$ cat src/rtl/dmem_arbiter.sv
// Two-requester arbiter for the single data-memory port: one transaction in flight,
// registered request, one-cycle response pulse back to the owner.
module dmem_arbiter #(
  parameter int unsigned ADDR_W  = 32,
  parameter int unsigned DATA_W  = 32,
  parameter bit          PRIO_R0 = 1'b0
) (
  input  logic              clk,
  input  logic              reset,
  input  logic              r0_req_valid,
  output logic              r0_req_ready,
  input  logic              r0_req_we,
  input  logic [ADDR_W-1:0] r0_req_addr,
  input  logic [DATA_W-1:0] r0_req_wdata,
  input  logic [2:0]        r0_req_funct3,
  output logic              r0_resp_valid,
  output logic [DATA_W-1:0] r0_resp_rdata,
  input  logic              r1_req_valid,
  output logic              r1_req_ready,
  input  logic              r1_req_we,
  input  logic [ADDR_W-1:0] r1_req_addr,
  input  logic [DATA_W-1:0] r1_req_wdata,
  input  logic [2:0]        r1_req_funct3,
  output logic              r1_resp_valid,
  output logic [DATA_W-1:0] r1_resp_rdata,
  output logic              mem_we,
  output logic [ADDR_W-1:0] mem_addr,
  output logic [DATA_W-1:0] mem_wd,
  output logic [2:0]        mem_funct3,
  input  logic [DATA_W-1:0] mem_rdata
);

  typedef enum logic [1:0] {
    IDLE   = 2'd0,
    ACCESS = 2'd1,
    RESP   = 2'd2
  } state_t;

  typedef struct packed {
    logic              we;
    logic [ADDR_W-1:0] addr;
    logic [DATA_W-1:0] wdata;
    logic [2:0]        funct3;
  } req_t;

  state_t            state;
  state_t            state_nxt;
  req_t              lat;
  logic              owner;
  logic              last_grant;
  logic              grant;
  logic              accept;
  logic [DATA_W-1:0] rdata_reg;

  // Grant: sole requester wins; on a tie, r0 (fixed) or the one not served last.
  always_comb begin
    grant = 1'b0;
    if (r0_req_valid && r1_req_valid) begin
      grant = PRIO_R0 ? 1'b0 : ~last_grant;
    end else if (r1_req_valid) begin
      grant = 1'b1;
    end
  end

  always_ff @(posedge clk) begin
    if (reset) begin
      state <= IDLE;
    end else begin
      state <= state_nxt;
    end
  end

  always_comb begin
    state_nxt     = state;
    r0_req_ready  = 1'b0;
    r1_req_ready  = 1'b0;
    r0_resp_valid = 1'b0;
    r1_resp_valid = 1'b0;
    mem_we        = 1'b0;
    mem_addr      = '0;
    mem_wd        = '0;
    mem_funct3    = 3'b000;
    case (state)
      IDLE: begin
        if (!reset) begin
          r0_req_ready = r0_req_valid & ~grant;
          r1_req_ready = r1_req_valid & grant;
        end
        if (r0_req_valid || r1_req_valid) begin
          state_nxt = ACCESS;
        end
      end
      ACCESS: begin
        // Reset in this cycle must not let a store reach memory.
        if (!reset) begin
          mem_we     = lat.we;
          mem_addr   = lat.addr;
          mem_wd     = lat.wdata;
          mem_funct3 = lat.funct3;
        end
        state_nxt = RESP;
      end
      RESP: begin
        r0_resp_valid = ~owner & ~reset;
        r1_resp_valid = owner & ~reset;
        state_nxt     = IDLE;
      end
      default: state_nxt = IDLE;
    endcase
  end

  assign accept = r0_req_ready | r1_req_ready;

  // Request latch, ownership and the shared read-data register.
  always_ff @(posedge clk) begin
    if (reset) begin
      lat        <= '0;
      owner      <= 1'b0;
      last_grant <= 1'b1;
      rdata_reg  <= '0;
    end else begin
      if (accept) begin
        owner      <= grant;
        last_grant <= grant;
        if (grant) begin
          lat.we     <= r1_req_we;
          lat.addr   <= r1_req_addr;
          lat.wdata  <= r1_req_wdata;
          lat.funct3 <= r1_req_funct3;
        end else begin
          lat.we     <= r0_req_we;
          lat.addr   <= r0_req_addr;
          lat.wdata  <= r0_req_wdata;
          lat.funct3 <= r0_req_funct3;
        end
      end
      if (state == ACCESS) begin
        rdata_reg <= lat.we ? '0 : mem_rdata;
      end
    end
  end

  assign r0_resp_rdata = rdata_reg;
  assign r1_resp_rdata = rdata_reg;

endmodule
$ cat config.mk
export PLATFORM = sky130hd
export DESIGN_NAME = dmem_arbiter
export DESIGN_NICKNAME = d
export VERILOG_FILES = /design/src/rtl/dmem_arbiter.sv
export SDC_FILE = /design/constraint.sdc
export NUM_CORES = 1
export LEC_CHECK = 0
export CORE_ASPECT_RATIO = 0.6
export CORE_MARGIN = 4
export CORE_UTILIZATION = 39
export CTS_CLUSTER_SIZE = 16
export DETAILED_ROUTE_END_ITERATION = 7
export HOLD_SLACK_MARGIN = 0.03
export PLACE_DENSITY_LB_ADDON = 0.1
export SYNTH_ARGS = -nofsm -noshare
export SYNTH_HDL_FRONTEND = slang
export SYNTH_SLANG_ARGS = --single-unit
$ cat constraint.sdc
create_clock -name clk -period 1.5 [get_ports clk]
set_input_delay 0.225 -clock clk [delete_from_list [all_inputs] [get_ports clk]]
set_output_delay 0.225 -clock clk [all_outputs]
set_load 0.02 [all_outputs]
After elaboration in Yosys (flattened, before gate mapping)
Index checks and enable logic that the tools add are counted.
{ "word_totals": {"register_bits": 104} }
{ "op_classes": {"eq_ne": 3, "muxes": 20, "n_bitwise": 9, "n_reduce_logical": 3} }
{ "ops": {"columns": ["operator", "count"], "rows": [
  ["32-bit two-way mux", 5],
  ["68-bit two-way mux", 1],
  ["1-bit two-way mux", 10],
  ["3-bit two-way mux", 2],
  ["1-bit AND", 4],
  ["1-bit inverter", 4],
  ["2-bit one-hot mux with 2 select lines", 1],
  ["2-bit by 1-bit == test with 1-bit output, second input constant", 1],
  ["2-bit == test, second input constant", 1],
  ["2-bit zero test", 1],
  ["2-bit two-way mux", 1],
  ["2-bit != test, second input constant", 1],
  ["1-bit logical AND", 1],
  ["1-bit logical OR", 1],
  ["1-bit OR", 1]
]} }

Logic depth before layout (Yosys ltp)
Gate-level depths: netlist (run 1).
{ "logic_depth": {"word_depth": 7, "depth_mapped": 7} }

Worst setup path before layout (run 1)
No wires, ideal clock.
{ "synth_timing": {"kind": "register to output", "startpoint": "register state[1]", "endpoint": "output r0_req_ready", "arrival_time_ns": 1.709, "t_required_ns": 1.275, "setup_slack_ns": -0.434, "stages_incl_launch_ff": 6, "path_cell_list": "dfxtp_1 or2_1 buf_2 buf_6 buf_2 nor4b_1"} }
{ "synth_between": {"elab_chain_cells": 2} }
{ "synth_rtl": {"columns": ["element", "line", "text"], "rows": [
  ["from (decl)", "46", "state_t state;"],
  ["from (signal assigned)", "69", "state <= state_nxt;"],
  ["2-bit zero test", "83", "case (state)"],
  ["1-bit two-way mux", "83", null],
  ["to (decl)", "11", "output logic r0_req_ready,"]
]} }
Every way passes these cells.

Final worst setup path (run 1)
{ "layout_timing": {"startpoint": "register state[0]", "endpoint": "output mem_addr[26]"} }
{ "layout_between": {"elab_chain_cells": 2} }
{ "layout_rtl": {"columns": ["element", "line", "text"], "rows": [
  ["2-bit by 1-bit == test with 1-bit output", "83", null],
  ["32-bit two-way mux", "83", null],
  ["to (decl)", "27", "output logic [ADDR_W-1:0] mem_addr,"]
]} }
Every way passes these cells.

==> summary.txt, run 1 <==
Post-route cell area: 0.01089 mm²
Pwr Total: 0.008989 W
Detailed router's first-iteration violation count: 430
Main synth FF type: dfxtp_1
Max-slew violations: 0
# DRC: 0
RSZ-0062 raised after global routing: true
Unique masters post-synth: 24
Crit path capture type: output pin
VDD IR-drop max: 555.5 µV
Maximum root-to-sink buffer count: 2
Net switching power: 0.002939 W
Die H: 99.32 µm
Initial Util: 0.3978
Share of cells above drive strength 1: 0.3576
Rel. slew slack: 0.7293
Outcome: complete, but fails checks
Worst-path maximum fanout: 16
GRT overflow: 0
Critical-path cell list: nor3b_4 > buf_6 > buf_12 > and2_4 > buf_6
H-Tree Depth: 3
Net Sw Frac: 0.3269
CTS tree: done
Area share of the largest cell type after synthesis: 0.3841
Failing checks: negative setup slack
Pint: 0.006050 W
First-pass GRT wire length: 32260 µm
Final period util: 1.202
Area growth, synth to finish: 100.9%
Fmax: 554.8 MHz
Mapped Nets: 775
Fillers: 815
I/O Pins: 308
Antenna-violating nets left: 0
Main area contributors after synthesis: dfxtp_1, nor4b_2, nor4_1, and2_1, a21oi_1
Die Area: 0.01591 mm²
# diodes: 0
I/O Buffers: 307
Avg Cell Area, Syn: 8.989 µm²
Seq/Total Area, Yosys: 0.3841
Vias per std cell: 5.820
Worst Path Arrival: 1.58 ns
Pre-CTS setup slack: -0.4223 ns
Most common cell on crit path: buf_6
Core area: 0.01363 mm²
Post-synthesis async set-or-reset flop share: 0
Most frequent cell after synthesis: dfxtp_1
GPL Wtd Cong: 0.8553
Combinational share of power: 0.379
CTS Buf Count: 9
Pwr/cell area: 825.4 mW/mm²
Initial antenna violation count: 0
Max Cap Viol: 0
Final Hold Viols: 0
Max incr delay on CP: 0.36 ns
CTS clk-pin slew, worst paths: 0.08 ns
Clk_lat worst skew: 0.35 ns
Vias in the first global route: 5992
Crit path kind: reg2out
Syn Inst Count: 603
Pre-Repair DR Iteration Count: 5
Req. time, crit path: 1.27 ns
TNS Setup: -28.86 ns
Fin nets: 1059
Hold buffers post-CTS: 0
# clock sinks: 104
Slew @ Worst Pin: 0.4060 ns
Final setup violation count: 160
Hold Path Class: in2reg
Seq pwr share: 0.358
DR vias: 6210
Min Tclk post-route: 1.802 ns
Cell Area, Synth: 0.005420 mm²
Synth Register Bits: 104
Largest net degree at the start of global routing: 45
Die Span X: 160.2 µm
EDFF count, synth: 0
Post-DP Area: 0.008484 mm²
Critical path launch point type: register
Slowest CP cell: dfxtp_2
HPWL after detailed placement: 13640 µm
Worst Skew: 0.01222 ns
Yosys top cell by area: dfxtp_1
CTS Root Cell: clkbuf_16
Total wire length: 25470 µm
Average wire per standard cell: 23.87 µm
Synth cell count leaders: dfxtp_1, a21oi_1, nor3_1, nor4_1, and2_1
GRT Util Overall: 0.2493
Clock power share: 0.263
# rows: 33
Ys Warns: 0
Setup ws final: -0.3025 ns
Pleak: 4.758 nW
Worst hold margin: 0.3629 ns
-- cell type report --
class                      count  area, µm²  area share
tap                          175      219.0     0.02011
clock buffer                  11      252.7     0.02321
inverter                       1      3.754   0.0003447
multi-input combinational    389       4004      0.3676
timing repair buffer         382       4284      0.3934
clock inverter                 5      38.79    0.003562
sequential                   104       2088      0.1918
-- stage by stage --
step             util  std cells
2_1_floorplan       -        603
3_3_place_gp   0.6227       1009
3_5_place_dp   0.6227       1009
4_1_cts        0.6815       1035
5_1_grt        0.7993       1067
6_report       0.7993       1067
-- state kept, by name, summed over array words and instances (netlist names) --
register / flops
lat: 68
owner: 1
state: 2
r0_resp_rdata: 32
last_grant: 1
-- timing repair --
item / 4_1_cts / 5_1_grt
setup buffers: 8 / 14
pin swaps: 5 / 59
setup endpoints to repair: 236 / 197
resized for setup: 506 / 198
gates cloned: 5 / 19
-- critical path, delay by kind of cell (launching register included) --
kind                   cells  cell delay [ns]
buffers and inverters      3             0.46
and+or+nand+nor            2             0.40
DFF                        1             0.36
-- power by group through the flow --
stage / Clock [W] / Combinational (W) / Sequential, W
2_1_floorplan: 0 / 0.00118 / 0.00328
3_3_place_gp: 0 / 0.00218 / 0.00325
3_5_place_dp: 0 / 0.00223 / 0.00326
4_1_cts: 0.00238 / 0.00250 / 0.00320
5_1_grt: 0.00251 / 0.00356 / 0.00324
6_report: 0.00236 / 0.00341 / 0.00322
-- logic make-up after synthesis --
family / count (synthesis) / synth area share
simple gates: 285 / 0.3811
flops: 104 / 0.3841
compound gates: 104 / 0.1207
buf+inv: 110 / 0.1140
-- placed cells by master, fill, tap and decap left out, types with 7 or more instances in the layout --
master,synthesis,layout
nor3_4,0,14
a22o_1,32,32
clkdlybuf4s50_1,0,169
buf_6,5,55
clkbuf_16,0,23
nor4_1,69,56
dlygate4sd2_1,0,41
dfxtp_1,104,101
nor3_1,69,39
and2_1,68,39
buf_12,0,18
dlymetal6s2s_1,0,23
buf_4,37,51
and2_4,0,29
nor4_2,0,12
buf_16,0,7
nor4b_4,0,67
nor3_2,0,16
a21oi_1,69,68
-- per-layer routing --
layer,share of wire,vias to the layer above,GRT usage
met2,0.48,326,0.4205
li1,-,2793,-
met4,0.021,0,0.06543
met3,0.087,46,0.08157
met1,0.41,3045,0.3103
met5,0,-,0
-- final timing paths --
kind | from | endpoint | slack, ns | cells past startpoint
min reg2reg | r0_resp_rdata[19]$_SDFFE_PP0P_ | r0_resp_rdata[19]$_SDFFE_PP0P_ | 0.50 | 1
max reg2reg | state[0]$_SDFFE_PP0P_ | lat[11]$_SDFFE_PP0P_ | -0.25 | 7
max | state[0]$_SDFFE_PP0P_ | mem_addr[26] | -0.30 | 5
min | reset | lat[14]$_SDFFE_PP0P_ | 0.36 | 3
(Power assumes the default switching activity.)
==> run 2: changes to the inputs <==
--- a/config.mk
+++ b/config.mk
@@ -5,9 +5,11 @@
 export SDC_FILE = /design/constraint.sdc
 export NUM_CORES = 1
 export LEC_CHECK = 0
+export CELL_PAD_IN_SITES_DETAIL_PLACEMENT = 1
+export CELL_PAD_IN_SITES_GLOBAL_PLACEMENT = 1
 export CORE_ASPECT_RATIO = 0.6
 export CORE_MARGIN = 4
-export CORE_UTILIZATION = 39
+export CORE_UTILIZATION = 27
 export CTS_CLUSTER_SIZE = 16
 export DETAILED_ROUTE_END_ITERATION = 7
 export HOLD_SLACK_MARGIN = 0.03
==> summary.txt, run 2 (synthesis results as in run 1) <==
Slew @ Worst Pin: 0.4616 ns (was 0.4060 ns)
Antenna-violating nets left: 0 (unchanged)
Clock power share: 0.269 (was 0.263)
Combinational share of power: 0.392 (was 0.379)
CTS Root Cell: clkbuf_16 (unchanged)
Hold buffers post-CTS: 0 (unchanged)
Most common cell on crit path: buf_8 (was buf_6)
Vias in the first global route: 6639 (was 5992)
Max Cap Viol: 0 (unchanged)
# rows: 39 (was 33)
Die Area: 0.02248 mm² (was 0.01591 mm²)
CTS tree: done (unchanged)
Net Sw Frac: 0.3357 (was 0.3269)
Net switching power: 0.003197 W (was 0.002939 W)
Pre-CTS setup slack: -0.4293 ns (was -0.4223 ns)
Met1 wire length: 11890 µm (was 10380 µm)
Critical-path cell list: buf_6 > or2_4 > buf_8 > buf_12 > buf_8 > buf_16 > nor4b_4 > nor4_2 (was nor3b_4 > buf_6 > buf_12 > and2_4 > buf_6)
Final core utilization: 0.5957 (was 0.7993)
# diodes: 0 (unchanged)
Setup ws final: -0.3197 ns (was -0.3025 ns)
Maximum root-to-sink buffer count: 2 (unchanged)
Critical path launch point type: register (unchanged)
R2R Setup Slk: -0.32 ns (was -0.25 ns)
I/O Pins: 308 (unchanged)
Die H: 117.8 µm (was 99.32 µm)
Final setup violation count: 155 (was 160)
# DRC: 0 (unchanged)
Final Non-Filler Cells: 1169 (was 1067)
VDD IR-drop max: 535.0 µV (was 555.5 µV)
Max reg flops: 68 (unchanged)
H-Tree Depth: 3 (unchanged)
GRT Util Overall: 0.2370 (was 0.2493)
Cells after DPL: 1102 (was 1009)
Die Span X: 190.9 µm (was 160.2 µm)
Met2 WL: 14650 µm (was 12340 µm)
# clock sinks: 104 (unchanged)
CTS clk-pin slew, worst paths: 0.08 ns (about the same)
Final period util: 1.213 (was 1.202)
Hold path cells: 4 (was 3)
Pleak: 4.668 nW (was 4.758 nW)
Core area: 0.01937 mm² (was 0.01363 mm²)
Average wire per standard cell: 24.97 µm (was 23.87 µm)
Failing checks: negative setup slack (unchanged)
Worst hold margin: 0.3618 ns (was 0.3629 ns)
Pwr Total: 0.009524 W (was 0.008989 W)
Min Tclk post-route: 1.820 ns (was 1.802 ns)
Rel. slew slack: 0.6923 (was 0.7293)
Final Hold Viols: 0 (unchanged)
HPWL after detailed placement: 16720 µm (was 13640 µm)
Crit path kind: reg2reg (was reg2out)
Area growth, synth to finish: 112.9% (was 100.9%)
Req. time, crit path: 1.73 ns (was 1.27 ns)
CTS Buf Count: 9 (unchanged)
Slowest CP cell: dfxtp_2 (unchanged)
Max incr delay on CP: 0.34 ns (was 0.36 ns)
Largest net degree at the start of global routing: 47 (was 45)
RSZ-0062 raised after global routing: true (unchanged)
Fin nets: 1070 (was 1059)
Clk_lat worst skew: 0.36 ns (was 0.35 ns)
Pre-Repair DR Iteration Count: 4 (was 5)
Largest Register: lat (unchanged)
Pint: 0.006327 W (was 0.006050 W)
GRT overflow: 0 (unchanged)
Pwr/cell area: 825.4 mW/mm² (about the same)
FF-to-FF End: lat[58]$_SDFFE_PP0P_ (was lat[11]$_SDFFE_PP0P_)
Crit path capture type: register (was output pin)
I/O Buffers: 307 (unchanged)
Share of cells above drive strength 1: 0.3887 (was 0.3576)
Commonest cells after routing, fill and taps aside: clkdlybuf4s50_1, dfxtp_1, buf_6 (was clkdlybuf4s50_1, dfxtp_1, a21oi_1)
Highest metal used: met5 (was met4)
Worst Path Arrival: 2.05 ns (was 1.58 ns)
Seq pwr share: 0.340 (was 0.358)
HP Start: reset (unchanged)
GPL Wtd Cong: 0.7958 (was 0.8553)
Initial Util: 0.2798 (was 0.3978)
Worst-path maximum fanout: 6 (was 16)
Worst reg2reg startpoint: state[1]$_SDFFE_PP0P_ (was state[0]$_SDFFE_PP0P_)
First-pass GRT wire length: 41880 µm (was 32260 µm)
Total wire length: 29190 µm (was 25470 µm)
Fmax: 549.5 MHz (was 554.8 MHz)
Register-to-Register Path Depth: 8 (was 7)
Most common cell after layout, fill and taps aside: clkdlybuf4s50_1 (unchanged)
Initial antenna violation count: 1 (was 0)
Outcome: complete, but fails checks (unchanged)
Met3 routed WL: 2120 µm (was 2223 µm)
Hold Path Class: in2reg (unchanged)
Max-slew violations: 0 (unchanged)
Vias per std cell: 5.304 (was 5.820)
Worst Skew: 0.01034 ns (was 0.01222 ns)
Detailed router's first-iteration violation count: 238 (was 430)
DR vias: 6200 (was 6210)
Worst hold endpoint: state[1]$_SDFFE_PP0P_ (was lat[14]$_SDFFE_PP0P_)
## run 2: power by group through the flow
stage	Combinational, W	Clock, W	Sequential [W]
after floorplan	0.00118	0	0.00328
after global placement	0.00227	0	0.00326
after detailed placement	0.00232	0	0.00327
after CTS	0.00339	0.00262	0.00321
after global routing	0.00392	0.00271	0.00326
final	0.00373	0.00256	0.00324
## run 2: how the worst max path moves through the flow
stage | start | endpoint | cells after the start
after global placement | r1_req_valid | r1_req_ready | 4
after CTS | state[1]$_SDFFE_PP0P_ | r0_req_ready | 5
final | state[1]$_SDFFE_PP0P_ | lat[58]$_SDFFE_PP0P_ | 8
after global routing | state[0]$_SDFFE_PP0P_ | r0_req_ready | 5
after detailed placement | reset | mem_wd[22] | 5
after floorplan | state[1]$_SDFFE_PP0P_ | r0_req_ready | 5
## run 2: area by class of cell
class	instances	area, µm²
multi-input cells	389	4289
flip-flops and latches	104	2085
well taps	266	332.8
clock buffers	9	225.2
repair buffers	393	4518
clock inverters	7	86.33
fillers	1972	7833
inverters	1	3.754
## run 2: timing repair
action,4_1_cts,5_1_grt
endpoints found under the hold margin,0,0
cloned,16,6
buffers inserted,27,5
pin swaps,63,53
setup endpoints to repair,206,170
gates resized for setup,662,132
## run 2: worst max-delay path, delay by kind of cell, from the launching register on
kind	cells	cell delay (ns)
buffers and inverters	5	0.66
AND/OR/NAND/NOR	3	0.68
flip-flops	1	0.34
## run 2: per-stage QoR
stage | instance area [µm²] | setup TNS (ns)
after floorplan | 5448 | -0.07887
after global placement | 8663 | -46.26
after detailed placement | 8663 | -51.75
after CTS | 10810 | -26.40
after global routing | 11540 | -39.19
final | 11540 | -28.04
## run 2: metal layers
layer	GRT usage	up-vias
met5	0	-
met4	0.04843	2
met3	0.06520	36
met2	0.4110	219
met1	0.2954	3119
li1	-	2824
==> run 3: changes to the inputs <==
--- a/config.mk
+++ b/config.mk
@@ -5,11 +5,12 @@
 export SDC_FILE = /design/constraint.sdc
 export NUM_CORES = 1
 export LEC_CHECK = 0
+export ABC_AREA = 1
 export CELL_PAD_IN_SITES_DETAIL_PLACEMENT = 1
 export CELL_PAD_IN_SITES_GLOBAL_PLACEMENT = 1
 export CORE_ASPECT_RATIO = 0.6
 export CORE_MARGIN = 4
-export CORE_UTILIZATION = 27
+export CORE_UTILIZATION = 25
 export CTS_CLUSTER_SIZE = 16
 export DETAILED_ROUTE_END_ITERATION = 7
 export HOLD_SLACK_MARGIN = 0.03
==> summary.txt, run 3 <==
CTS Root Cell: clkbuf_16 (unchanged)
Hold Path Class: in2reg (unchanged)
Synth cell count leaders: nand2_1, nor2_1, dfxtp_1, o21ai_0, nand3_1 (was dfxtp_1, a21oi_1, nor3_1, nor4_1, and2_1)
Final period util: 1.051 (was 1.213)
Main area contributors after synthesis: dfxtp_1, nand2_1, nor2_1, o21ai_0, nand3_1 (was dfxtp_1, nor4b_2, nor4_1, and2_1, a21oi_1)
Xor-xnor portion of the synthesized cell area: 0 (unchanged)
Main synth FF type: dfxtp_1 (unchanged)
Main combinational cell family by area after synthesis: simple AND/OR/NAND/NOR gates (unchanged)
Fmax: 634.1 MHz (was 549.5 MHz)
GPL Wtd Cong: 0.7421 (was 0.7958)
# DRC: 0 (unchanged)
Critical path launch point type: register (unchanged)
Crit path capture type: output pin (was register)
Rel. slew slack: 0.7606 (was 0.6923)
Crit path kind: reg2out (was reg2reg)
Pwr Total: 0.008310 W (was 0.009524 W)
Worst Path Arrival: 1.35 ns (was 2.05 ns)
Worst-path maximum fanout: 6 (unchanged)
Die Area: 0.02411 mm² (was 0.02248 mm²)
# rows: 41 (was 39)
Final setup violation count: 107 (was 155)
Vias in the first global route: 6388 (was 6639)
Hold buffers post-CTS: 0 (unchanged)
Die H: 121.9 µm (was 117.8 µm)
Fillers: 2629 (was 1972)
FF-to-FF End: lat[35]$_SDFFE_PP0P_ (was lat[58]$_SDFFE_PP0P_)
Hold path cells: 3 (was 4)
Post-synthesis compound-gate area fraction: 0.09354 (was 0.1207)
Mux contribution to synthesized area: 0 (unchanged)
Syn Inst Count: 868 (was 603)
GRT Util Overall: 0.1932 (was 0.2370)
Area growth, synth to finish: 87.38% (was 112.9%)
Most frequent cell after synthesis: nand2_1 (was dfxtp_1)
Antenna-violating nets left: 0 (unchanged)
Seq/Total Area, Yosys: 0.3853 (was 0.3841)
EDFF count, synth: 0 (unchanged)
I/O Buffers: 307 (unchanged)
Register-to-Register Path Depth: 9 (was 8)
Area share of the largest cell type after synthesis: 0.3853 (was 0.3841)
Worst hold margin: 0.4523 ns (was 0.3618 ns)
Outcome: complete, but fails checks (unchanged)
Clk_lat worst skew: 0.34 ns (was 0.36 ns)
Average wire per standard cell: 17.57 µm (was 24.97 µm)
HPWL after detailed placement: 17010 µm (was 16720 µm)
Crit path from: state[0]$_SDFFE_PP0P_ (was state[1]$_SDFFE_PP0P_)
Max reg flops: 68 (unchanged)
Core area: 0.02114 mm² (was 0.01937 mm²)
Min Tclk post-route: 1.577 ns (was 1.820 ns)
Maximum root-to-sink buffer count: 2 (unchanged)
HP Start: mem_rdata[23] (was reset)
CTS Buf Count: 9 (unchanged)
RSZ-0062 raised after global routing: true (unchanged)
H-Tree Depth: 3 (unchanged)
VDD IR-drop max: 568.1 µV (was 535.0 µV)
Total wire length: 25410 µm (was 29190 µm)
# diodes: 0 (unchanged)
Commonest cells after routing, fill and taps aside: nand2_1, clkdlybuf4s50_1, dfxtp_1 (was clkdlybuf4s50_1, dfxtp_1, buf_6)
Post-synthesis async set-or-reset flop share: 0 (unchanged)
Detailed router's first-iteration violation count: 178 (was 238)
Pleak: 4.494 nW (was 4.668 nW)
GRT overflow: 0 (unchanged)
Post-Synth Simple-Gate Area: 0.4084 (was 0.3811)
Largest net degree at the start of global routing: 50 (was 47)
Synth Register Bits: 104 (unchanged)
Failing checks: negative setup slack (unchanged)
Worst Skew: 0.01168 ns (was 0.01034 ns)
Worst hold endpoint: r0_resp_rdata[23]$_SDFFE_PP0P_ (was state[1]$_SDFFE_PP0P_)
Pwr/cell area: 820.7 mW/mm² (was 825.4 mW/mm²)
Yosys top cell by area: dfxtp_1 (unchanged)
Fin nets: 1335 (was 1070)
Largest Register: lat (unchanged)
Initial Util: 0.2557 (was 0.2798)
Slew @ Worst Pin: 0.3590 ns (was 0.4616 ns)
Req. time, crit path: 1.27 ns (was 1.73 ns)
Final Hold Viols: 0 (unchanged)
Max-slew violations: 0 (unchanged)
First-pass GRT wire length: 37040 µm (was 41880 µm)
Mapped Nets: 1040 (was 775)
# clock sinks: 104 (unchanged)
Unique masters post-synth: 20 (was 24)
Initial antenna violation count: 0 (was 1)
I/O Pins: 308 (unchanged)
CTS tree: done (unchanged)
Vias per std cell: 4.436 (was 5.304)
Setup ws final: -0.07701 ns (was -0.3197 ns)
R2R Setup Slk: -0.07 ns (was -0.32 ns)
Most common cell after layout, fill and taps aside: nand2_1 (was clkdlybuf4s50_1)
Pre-Repair DR Iteration Count: 4 (unchanged)
Worst reg2reg startpoint: state[1]$_SDFFE_PP0P_ (unchanged)
Avg Cell Area, Syn: 6.226 µm² (was 8.989 µm²)
DR vias: 6415 (was 6200)
Ys Warns: 0 (unchanged)
Adder-Cell Fraction of Synth Area: 0 (unchanged)
Die Span X: 197.8 µm (was 190.9 µm)
Share of cells above drive strength 1: 0.2365 (was 0.3887)
Max Cap Viol: 0 (unchanged)
CTS clk-pin slew, worst paths: 0.08 ns (about the same)
Cell Area, Synth: 0.005404 mm² (was 0.005420 mm²)
TNS Setup: -4.316 ns (was -28.04 ns)
[run 3: cell count changes after synthesis, moves of 30 or more]
cell,delta
o21ai_0,+72
nor4b_1,-39
nor2_1,+160
nor4_1,-69
nand2_1,+329
nand3_1,+58
a22o_1,-32
nor4b_2,-30
a21oi_1,-46
and2_1,-68
nor3_1,-68
[run 3: critical path, stage by stage, from the launching register on]
cell and delay, ns:
dfxtp_4 0.43, nand2_8 0.14, clkbuf_16 0.21, nor2_4 0.11, buf_6 0.12
[run 3: timing repair]
item	in CTS	in global routing
pin swaps	30	26
cloned	8	10
setup endpoints to repair	159	132
buffers inserted	14	5
gates resized for setup	487	161
[run 3: report_power, final]
part | switching (W) | internal, W
clock network | 0.00113 | 0.00131
registers | 0.000157 | 0.00301
logic | 0.00140 | 0.00131
total | 0.00268 | 0.00563
[run 3: cell families after synthesis]
logic type,after synthesis
and+or+nand+nor,558
AOI/OAI and AO/OA,101
DFF,104
buffers and inverters,105
[run 3: through the flow]
stage / std cells / cell area [µm²] / util / setup slack [ns]
after floorplan: 868 / 5404 / - / 0.06620
after global placement: 1397 / 8712 / 0.4122 / -0.6521
after detailed placement: 1397 / 8712 / 0.4122 / -0.6232
after CTS: 1433 / 9373 / 0.4435 / -0.1086
after global routing: 1446 / 10130 / 0.4791 / -0.1446
final: 1446 / 10130 / 0.4791 / -0.07701
[run 3: worst max path at each step]
| stage | slack [ns] | end | depth (start not counted) |
|---|---|---|---|
| after floorplan | 0.07 | mem_addr[21] | 4 |
| after global placement | -0.65 | mem_addr[4] | 6 |
| after detailed placement | -0.62 | mem_wd[3] | 6 |
| after CTS | -0.11 | mem_wd[11] | 4 |
| after global routing | -0.14 | mem_wd[16] | 5 |
| final | -0.08 | mem_wd[7] | 4 |
[run 3: area by class of cell]
cell class / count / area, µm² / area share
clock buffers: 10 / 229.0 / 0.02261
clock inverters: 5 / 63.81 / 0.006302
inverters: 8 / 42.54 / 0.004201
multi-input cells: 660 / 3341 / 0.3299
flip-flops and latches: 104 / 2090 / 0.2063
well taps: 279 / 349.1 / 0.03447
repair buffers: 379 / 4004 / 0.3954
repair inverters: 1 / 7.507 / 0.0007414
[run 3: layer usage]
layer	track usage	routed length, µm
met1	0.2759	12220
met2	0.3030	11500
met3	0.05030	1515
met4	0.02408	163
met5	0	0
